### src/rtl/fft_bitrev_reader_pkg.sv
// Shared definitions for the FFT reorder path: default block geometry and the
// bit-reversal helper also used by the FFT core's address generator.
package fft_bitrev_reader_pkg;

  localparam int unsigned SIZE_BITS_ADDRES = 4;
  localparam int unsigned N                = 2 ** SIZE_BITS_ADDRES;

  // Widest address the helper supports; callers cast the result down to their width.
  localparam int unsigned MaxAddrBits = 16;

  // Reverses the low `width` bits of addr; bits above `width` come back as zero.
  function automatic logic [MaxAddrBits-1:0] bitrev(input logic [MaxAddrBits-1:0] addr,
                                                    input int unsigned           width);
    logic [MaxAddrBits-1:0] rev;
    rev = {<<{addr}};
    return rev >> (MaxAddrBits - width);
  endfunction

endpackage

### src/rtl/fft_bank_pair.sv
// Two N-deep RAM banks sharing one write port and one registered read port.
// The read register doubles as the reorder buffer's output data register.
module fft_bank_pair #(
  parameter int unsigned Width    = 16,
  parameter int unsigned AddrBits = 4
) (
  input  logic                clk_i,
  input  logic                rst_i,
  input  logic                wr_en_i,
  input  logic                wr_bank_i,
  input  logic [AddrBits-1:0] wr_addr_i,
  input  logic [Width-1:0]    wr_data_i,
  input  logic                rd_en_i,
  input  logic                rd_bank_i,
  input  logic [AddrBits-1:0] rd_addr_i,
  output logic [Width-1:0]    rd_data_o
);

  localparam int unsigned Depth = 2 ** AddrBits;

  logic [Width-1:0] mem0_q [Depth];
  logic [Width-1:0] mem1_q [Depth];
  logic [Width-1:0] rd_data_q, rd_data_d;

  // Contents are never reset so the arrays can map onto block RAM.
  always_ff @(posedge clk_i) begin
    if (wr_en_i && !wr_bank_i) mem0_q[wr_addr_i] <= wr_data_i;
    if (wr_en_i && wr_bank_i)  mem1_q[wr_addr_i] <= wr_data_i;
  end

  always_comb begin
    rd_data_d = rd_data_q;
    if (rd_en_i) rd_data_d = rd_bank_i ? mem1_q[rd_addr_i] : mem0_q[rd_addr_i];
  end

  always_ff @(posedge clk_i) begin
    if (rst_i) rd_data_q <= '0;
    else       rd_data_q <= rd_data_d;
  end

  assign rd_data_o = rd_data_q;

endmodule

### src/rtl/fft_bitrev_reader.sv
// Ping-pong reorder buffer: blocks are written in natural order into one bank while
// the other bank is streamed out in bit-reversed address order.
module fft_bitrev_reader
  import fft_bitrev_reader_pkg::*;
#(
  parameter int unsigned DATA_FFT_SIZE    = 16,
  parameter int unsigned SIZE_BITS_ADDRES = 4
) (
  input  logic                        clk,
  input  logic                        rst,
  input  logic                        in_valid,
  output logic                        in_ready,
  input  logic [DATA_FFT_SIZE-1:0]    in_data,
  output logic                        out_valid,
  input  logic                        out_ready,
  output logic [DATA_FFT_SIZE-1:0]    out_data,
  output logic                        out_last,
  output logic [SIZE_BITS_ADDRES-1:0] out_index
);

  localparam logic [SIZE_BITS_ADDRES-1:0] CntMax = '1;
  localparam logic [SIZE_BITS_ADDRES-1:0] CntOne = SIZE_BITS_ADDRES'(1);

  logic                        wr_bank_q, wr_bank_d;
  logic [SIZE_BITS_ADDRES-1:0] wr_cnt_q, wr_cnt_d;
  logic                        rd_bank_q, rd_bank_d;
  logic [SIZE_BITS_ADDRES-1:0] rd_cnt_q, rd_cnt_d;
  logic [1:0]                  full_q, full_d;
  logic                        out_valid_q, out_valid_d;
  logic                        out_last_q, out_last_d;
  logic [SIZE_BITS_ADDRES-1:0] out_index_q, out_index_d;

  logic                        wr_fire;
  logic                        rd_issue;
  logic [SIZE_BITS_ADDRES-1:0] rd_addr;

  always_comb begin
    in_ready    = !full_q[wr_bank_q];
    wr_fire     = in_valid && in_ready;
    rd_issue    = full_q[rd_bank_q] && (!out_valid_q || out_ready);
    rd_addr     = SIZE_BITS_ADDRES'(bitrev(MaxAddrBits'(rd_cnt_q), SIZE_BITS_ADDRES));

    wr_bank_d   = wr_bank_q;
    wr_cnt_d    = wr_cnt_q;
    rd_bank_d   = rd_bank_q;
    rd_cnt_d    = rd_cnt_q;
    full_d      = full_q;
    out_valid_d = out_valid_q;
    out_last_d  = out_last_q;
    out_index_d = out_index_q;

    // Clear before set: if both hit the same bank the set must win.
    if (rd_issue) begin
      rd_cnt_d    = rd_cnt_q + CntOne;
      out_valid_d = 1'b1;
      out_index_d = rd_cnt_q;
      out_last_d  = (rd_cnt_q == CntMax);
      if (rd_cnt_q == CntMax) begin
        full_d[rd_bank_q] = 1'b0;
        rd_bank_d         = !rd_bank_q;
      end
    end else if (out_valid_q && out_ready) begin
      out_valid_d = 1'b0;
    end

    if (wr_fire) begin
      wr_cnt_d = wr_cnt_q + CntOne;
      if (wr_cnt_q == CntMax) begin
        full_d[wr_bank_q] = 1'b1;
        wr_bank_d         = !wr_bank_q;
      end
    end
  end

  always_ff @(posedge clk) begin
    if (rst) begin
      wr_bank_q   <= 1'b0;
      wr_cnt_q    <= '0;
      rd_bank_q   <= 1'b0;
      rd_cnt_q    <= '0;
      full_q      <= '0;
      out_valid_q <= 1'b0;
      out_last_q  <= 1'b0;
      out_index_q <= '0;
    end else begin
      wr_bank_q   <= wr_bank_d;
      wr_cnt_q    <= wr_cnt_d;
      rd_bank_q   <= rd_bank_d;
      rd_cnt_q    <= rd_cnt_d;
      full_q      <= full_d;
      out_valid_q <= out_valid_d;
      out_last_q  <= out_last_d;
      out_index_q <= out_index_d;
    end
  end

  fft_bank_pair #(
    .Width    (DATA_FFT_SIZE),
    .AddrBits (SIZE_BITS_ADDRES)
  ) u_banks (
    .clk_i     (clk),
    .rst_i     (rst),
    .wr_en_i   (wr_fire),
    .wr_bank_i (wr_bank_q),
    .wr_addr_i (wr_cnt_q),
    .wr_data_i (in_data),
    .rd_en_i   (rd_issue),
    .rd_bank_i (rd_bank_q),
    .rd_addr_i (rd_addr),
    .rd_data_o (out_data)
  );

  assign out_valid = out_valid_q;
  assign out_last  = out_last_q;
  assign out_index = out_index_q;

endmodule

### config.mk
export PLATFORM = sky130hd
export DESIGN_NAME = fft_bitrev_reader
export DESIGN_NICKNAME = d
export VERILOG_FILES = /design/src/rtl/fft_bitrev_reader_pkg.sv /design/src/rtl/fft_bank_pair.sv /design/src/rtl/fft_bitrev_reader.sv
export SDC_FILE = /design/constraint.sdc
export NUM_CORES = 1
export LEC_CHECK = 0
export ABC_AREA = 1
export CAP_MARGIN = 40
export CORE_MARGIN = 3
export CORE_UTILIZATION = 51
export CTS_CLUSTER_DIAMETER = 30
export DETAILED_ROUTE_END_ITERATION = 8
export PLACE_DENSITY = 0.75
export SYNTH_ARGS = -nofsm -noshare
export SYNTH_HDL_FRONTEND = slang
export SYNTH_SLANG_ARGS = --single-unit
### constraint.sdc
create_clock -name clk -period 3.49 [get_ports clk]
set_clock_uncertainty 0.2 [all_clocks]
set_input_delay 0.698 -clock clk [delete_from_list [all_inputs] [get_ports clk]]
set_output_delay 0.698 -clock clk [all_outputs]
set_load 0.005 [all_outputs]
==> metrics.md, run 1 <==
| Metric | Value |
|---|---|
| Cell count after synthesis | 1912 |
| Post-route clock period utilization | 0.8147 |
| Initial core utilization | 0.5183 |
| Number of global-route vias before repair | 15.21k |
| Syn Area/Cell | 11.70 um2 |
| Largest net degree at the start of global routing | 257 |
| Synth Register Bits | 550 |
| Setup CP Type | flip-flop to output port |
| Hold Fails Final Rpt | 0 |
| Area of the multi-input gates | 5330 um2 |
| Post-CTS Hold Buffers | 0 |
| CP Buf/Inv Count | 1 |
| CP max FO | 5 |
| Via/cell ratio | 5.757 |
| Design area | 26820 um2 |
| First-pass GRT wire length | 88620 um |
| Minimum clock period | 2843 ps |
| EDFF count, synth | 512 |
| Leak Pwr | 9.796 nW |
| CP startpoint | wr_bank_q |
| Util after Layout | 0.6213 |
| Inst Count DP | 2488 |
| VDD IR max | 0.0004841 V |
| FF/Latch Area | 16140 um2 |
| WP depth | 3 |
| Hold Crit Class | flip-flop to flip-flop |
| CP startpoint kind | flip-flop |
| Synth top area cells | edfxtp_1 69%, nand2_1 11%, nand3_1 9.6%, dfxtp_1 3.4%, buf_6 1.3% |
| Core area | 43170 um2 |
| Die height | 215.5 um |
| Ports | 43 |
| Via count | 15.48k |
| Worst slack, placed | 793.6 ps |
| Async S/R FF share, synth | 0 |
| Die X | 215.5 um |
| Outcome | complete, no violations |
| Reg-to-reg slack, setup | 770 ps |
| Data required time of the worst path | 2590 ps |
| Final total negative setup slack | 0 ps |
| Fin cells | 2689 |
| Overall power | 17.38 mW |
| GRT overflow | 0 |
| FMAX | 351.7 MHz |
| # DRC | 0 |
| Post-synth top area cell | edfxtp_1 |
| RSZ-0062 raised after global routing | no |
| Post-synth top cells | 677 x nand2_1, 512 x edfxtp_1, 428 x nand3_1, 38 x buf_2, 38 x dfxtp_1 |
| Critical Path Max Stage Delay | 550 ps |
| Crit-path cells | or2_1 -> nand2_1 -> clkdlybuf4s50_1 |
| Max-Cap Viols | 0 |
| Worst Setup EP | in_ready |
| TritonCTS Buffers | 105 |
| Area growth, synth to finish | 19.89% |
| Post-DP HPWL | 32470 um |
| CTS tree | done |
| Netlist Area Pre-Place | 22370 um2 |
| Row Count | 76 |
| Area after DPL | 23310 um2 |
| Final worst slack | 646.9 ps |
| Reg clk slew, reported paths | 50 ps |
| Post-synth top area share | 0.6872 |
| PD cells | 647.8 nW/um2 |
| DR pass1 iterations | 6 |
| CP endpoint kind | output port |
| Syn. warnings | 0 |
| Fillers | 3194 |
| Data arrival, critical path | 1950 ps |
| First DRT Iteration DRCs | 2377 |
| Slew Limit Fails | 0 |
| Main synth FF type | edfxtp_1 |
| Register area share after synthesis | 0.7212 |
| Initial antenna violation count | 1 |
| Final ANT Viol Nets | 0 |
| Worst slew pin tran | 1229 ps |
| Port-buffer cells | 42 |
| Post-cts sizing count | 0 |
| Synthesized Nets | 1937 |
| Drt total wl | 58500 um |
| Most numerous cell in the Yosys netlist | nand2_1 |
| Synth unique cells | 30 |
| Total die area | 46420 um2 |
| Worst skew pair latency | 640 ps |
| Root buffer cell | clkbuf_16 |
| Layout net count | 2035 |
| Layout cell share with drive strength beyond 1 | 0.1317 |
| H-Tree Depth | 3 |
| R2R Path End | u_banks.rd_data_o[3] |
| CTS Buffer Depth | 3 |
| Largest delay share family, worst path | buffers and inverters |
| Clock sink count | 550 |
| Post-DR wirelength/cell | 21.76 um |
| RePlAce Congestion | 0.9638 |
| Slowest CP cell | clkdlybuf4s50_1 |
| Hold Path Origin | rd_cnt_q[3] |
| Total track usage | 0.2519 |
| Slew HR | 0.1808 |
| Setup violators final | 0 |
| Hold Slack | 317.5 ps |
| Setup Fix Bufs, Post-CTS | 0 |
| Worst R2R Path Depth | 9 |
==> how the worst min path moves through the flow <==
stage | endpoint | cells after the start
detailed placement | out_index[3] | 2
floorplan | out_index[0] | 2
global placement | out_index[3] | 2
finish | out_index[3] | 2
global route | out_last | 2
CTS | out_index[3] | 2
==> layout by cell type, fill, tap and decap left out <==
| master | synthesis | routed |
|---|---|---|
| inv_16 | 0 | 1 |
| clkinvlp_4 | 0 | 14 |
| clkinv_8 | 0 | 1 |
| nor3_2 | 0 | 6 |
| edfxtp_1 | 512 | 512 |
| nand3_1 | 428 | 428 |
| buf_12 | 1 | 5 |
| clkinv_4 | 0 | 11 |
| dfxtp_2 | 0 | 1 |
| dfxtp_1 | 38 | 35 |
| a21oi_1 | 14 | 14 |
| clkbuf_16 | 0 | 106 |
| a211oi_1 | 1 | 1 |
| nor3_1 | 7 | 1 |
| clkinv_2 | 0 | 20 |
| ha_1 | 5 | 5 |
| inv_2 | 3 | 3 |
| nand2_1 | 677 | 677 |
| clkdlybuf4s50_1 | 0 | 42 |
| dfxtp_4 | 0 | 2 |
| or2_2 | 1 | 1 |
| or2_1 | 1 | 1 |
| a21oi_2 | 14 | 14 |
| o21ai_1 | 2 | 2 |
| buf_4 | 31 | 62 |
| clkbuf_1 | 14 | 6 |
| o211ai_2 | 1 | 1 |
| nor2_4 | 1 | 1 |
| clkinv_1 | 1 | 18 |
| inv_4 | 0 | 1 |
| inv_8 | 0 | 3 |
| nand2_2 | 1 | 1 |
| inv_1 | 24 | 22 |
| bufinv_16 | 0 | 10 |
| inv_6 | 1 | 13 |
| nor4_1 | 1 | 1 |
| nor2_1 | 36 | 36 |
| o21ai_0 | 25 | 25 |
| diode_2 | 0 | 1 |
==> routing by layer <==
metal,up-vias,GRT usage,wire [um]
met4,0,0.1115,2631
met2,958,0.3940,27210
met5,-,0,0
met1,7429,0.3397,22250
li1,6922,-,-
met3,172,0.06069,6406
==> sequential cells by signal, indices dropped and copies added (netlist names), named ones only <==
register           count
out_last               1
rd_bank_q              1
rd_cnt_q               4
u_banks.rd_data_o     16
out_index              4
wr_bank_q              1
u_banks.mem0_q       256
u_banks.mem1_q       256
out_valid              1
wr_cnt_q               4
full_q                 2
==> kinds of logic after synthesis <==
group | count (synthesis) | share of synthesized area
compound gates | 57 | 0.01555
simple gates | 1153 | 0.2185
flops | 550 | 0.7212
buf+inv | 147 | 0.04194
fa+ha+maj | 5 | 0.002796
==> tightest hold or removal path, cell delays in order (launching register included) <==
cell	delay [ps]
dfxtp_1	310
inv_1	90
a21oi_1	60
==> power by group <==
| part | switching (mW) | total [mW] | internal [mW] | leakage [nW] |
|---|---|---|---|---|
| Sequential | 0.0113 | 7.27 | 7.25 | 4.92 |
| Clock | 3.47 | 9.81 | 6.34 | 1.69 |
| Combinational | 0.233 | 0.298 | 0.0650 | 3.18 |
| Total | 3.71 | 17.4 | 13.7 | 9.80 |
==> cell type report <==
type	instances	area share
inverters	29	0.004338
clock inverters	88	0.03121
diodes	1	0.00009329
flip-flops and latches	550	0.6019
repair buffers	109	0.03676
multi-input cells	1215	0.1987
clock buffers	112	0.09973
well taps	585	0.02729
(Power assumes the default switching activity.)
==> run 2: changes to the inputs <==
==> constraint.sdc (replaced) <==
create_clock -name clk -period 2.83 [get_ports clk]
set_clock_uncertainty 0.2 [all_clocks]
set_input_delay 0.566 -clock clk [delete_from_list [all_inputs] [get_ports clk]]
set_output_delay 0.566 -clock clk [all_outputs]
set_load 0.005 [all_outputs]
==> run 2 against run 1 <==
  * Sequential cell count unchanged
  * Via count down 0.32%
  * Setup slack got worse by 510 ps
  * Wire length fell by 0.26%
  * Global-route usage is 0.34 points lower
  * Sequential power rose by 23%
  * Non-clock buffer count rose by 11
  * Critical endpoint unchanged
==> metrics.md, run 2 (same netlist as run 1, synthesis figures left out) <==
| Metric | Value |
|---|---|
| Diodes inserted | 0 |
| Initial antenna violation count | 0 |
| WP depth | 3 |
| Minimum clock period | 2694 ps |
| Post-DP HPWL | 33380 um |
| Util after Layout | 0.6227 |
| Die height | 215.5 um |
| CTS Buffer Depth | 3 |
| Initial core utilization | 0.5183 |
| Row Count | 76 |
| Port-buffer cells | 42 |
| CP startpoint | wr_bank_q |
| CTS tree | done |
| Via/cell ratio | 5.750 |
| Setup violators final | 0 |
| Slew HR | 0.4162 |
| Largest delay share family, worst path | buffers and inverters |
| Layout cell share with drive strength beyond 1 | 0.1296 |
| Setup Fix Bufs, Post-CTS | 0 |
| # DRC | 0 |
| CP endpoint kind | output port |
| PD cells | 792.3 nW/um2 |
| Hold Fails Final Rpt | 0 |
| Layout net count | 2040 |
| Most common cell after layout, fill and taps aside | nand2_1 |
| WHS Path Cells | 2 |
| Post-cts sizing count | 0 |
| Reg clk slew, reported paths | 50 ps |
| Worst slack, placed | 229.0 ps |
| Leak Pwr | 9.835 nW |
| Slew Limit Fails | 0 |
| Number of global-route vias before repair | 15.02k |
| Worst R2R Path Depth | 10 |
| Total die area | 46420 um2 |
| Area after DPL | 23450 um2 |
| First DRT Iteration DRCs | 2050 |
| Design area | 26880 um2 |
| Root buffer cell | clkbuf_16 |
| FMAX | 371.1 MHz |
| Via count | 15.43k |
| CP Buf/Inv Count | 1 |
| Max-Cap Viols | 0 |
| Worst slew pin tran | 874.7 ps |
| Post-route clock period utilization | 0.9521 |
| Core area | 43170 um2 |
| First-pass GRT wire length | 87360 um |
| GRT overflow | 0 |
| Clock sink count | 550 |
| Final ANT Viol Nets | 0 |
| Crit-path cells | or2_1 -> nand2_1 -> clkdlybuf4s50_1 |
| Total track usage | 0.2485 |
| Largest net degree at the start of global routing | 145 |
| VDD IR max | 0.0007828 V |
| Post-CTS Hold Buffers | 0 |
| Hold Crit Class | flip-flop to flip-flop |
| Die X | 215.5 um |
| Drt total wl | 58350 um |
| Worst skew pair latency | 620 ps |
| Area of the multi-input gates | 5330 um2 |
| RePlAce Congestion | 0.9276 |
| Hold Slack | 324.1 ps |
| Final total negative setup slack | 0 ps |
| Post-DR wirelength/cell | 21.74 um |
| Data arrival, critical path | 1930 ps |
| TritonCTS Buffers | 99 |
| Critical Path Max Stage Delay | 590 ps |
| Area growth, synth to finish | 20.15% |
| Data required time of the worst path | 2060 ps |
| RSZ-0062 raised after global routing | no |
| Ports | 43 |
| Fillers | 3189 |
| Final worst slack | 135.5 ps |
| Hold Path Origin | out_last |
| Slowest CP cell | clkdlybuf4s50_1 |
| CP max FO | 5 |
| DR pass1 iterations | 5 |
| Outcome | complete, no violations |
| Setup CP Type | flip-flop to output port |
| Most frequent cells in the layout | 677 x nand2_1, 512 x edfxtp_1, 428 x nand3_1, 101 x clkbuf_16, 68 x buf_4 |
| CP startpoint kind | flip-flop |
| FF/Latch Area | 16140 um2 |
| H-Tree Depth | 3 |
run 2: cell count changes in the layout (fill, tap and decap cells not counted), moves of 5 or more:
cell and delta:
buf_12 +5, buf_4 +6, bufinv_16 +5, clkbuf_1 +5
clkbuf_16 -5, clkinv_2 -5
run 2: worst register-to-register path: cells and delay by family (launching register included):
family	cells	cell delay, ps
compound gates	1	110
flops	1	370
simple gates	7	950
buf+inv	2	610
run 2: area by class of cell:
| type | count | share of cell area |
|---|---|---|
| clock inverter | 71 | 0.03100 |
| timing repair buffer | 120 | 0.04207 |
| tap | 585 | 0.02723 |
| multi-input combinational | 1215 | 0.1983 |
| inverter | 29 | 0.004328 |
| clock buffer | 114 | 0.09657 |
| sequential | 550 | 0.6005 |
run 2: path summary, 6_finish.rpt:
| path | end | slack [ps] |
|---|---|---|
| hold reg to reg | out_last | 320 |
| setup reg to reg | u_banks.rd_data_o[11] | 520 |
| setup / recovery | in_ready | 140 |
| hold / removal | out_last | 320 |
run 2: routing by layer:
metal  track usage  up-vias  share of wire
li1              -     6928              -
met1        0.3420     7464           0.39
met2        0.3876      904           0.47
met3       0.05266      136           0.10
met4        0.1080        0          0.039
met5             0        -              0
run 2: where the power goes:
part	internal, mW	total [mW]	switching [mW]
sequential	8.95	8.96	0.0138
clock	7.97	12.0	4.00
combinational	0.0833	0.372	0.289
total	17.0	21.3	4.30
run 2: per-stage QoR:
step           power [mW]  cells
2_1_floorplan       9.214   1912
3_3_place_gp        9.460   2499
3_5_place_dp        9.472   2499
4_1_cts             21.37   2684
5_1_grt             21.81   2684
6_report            21.30   2684
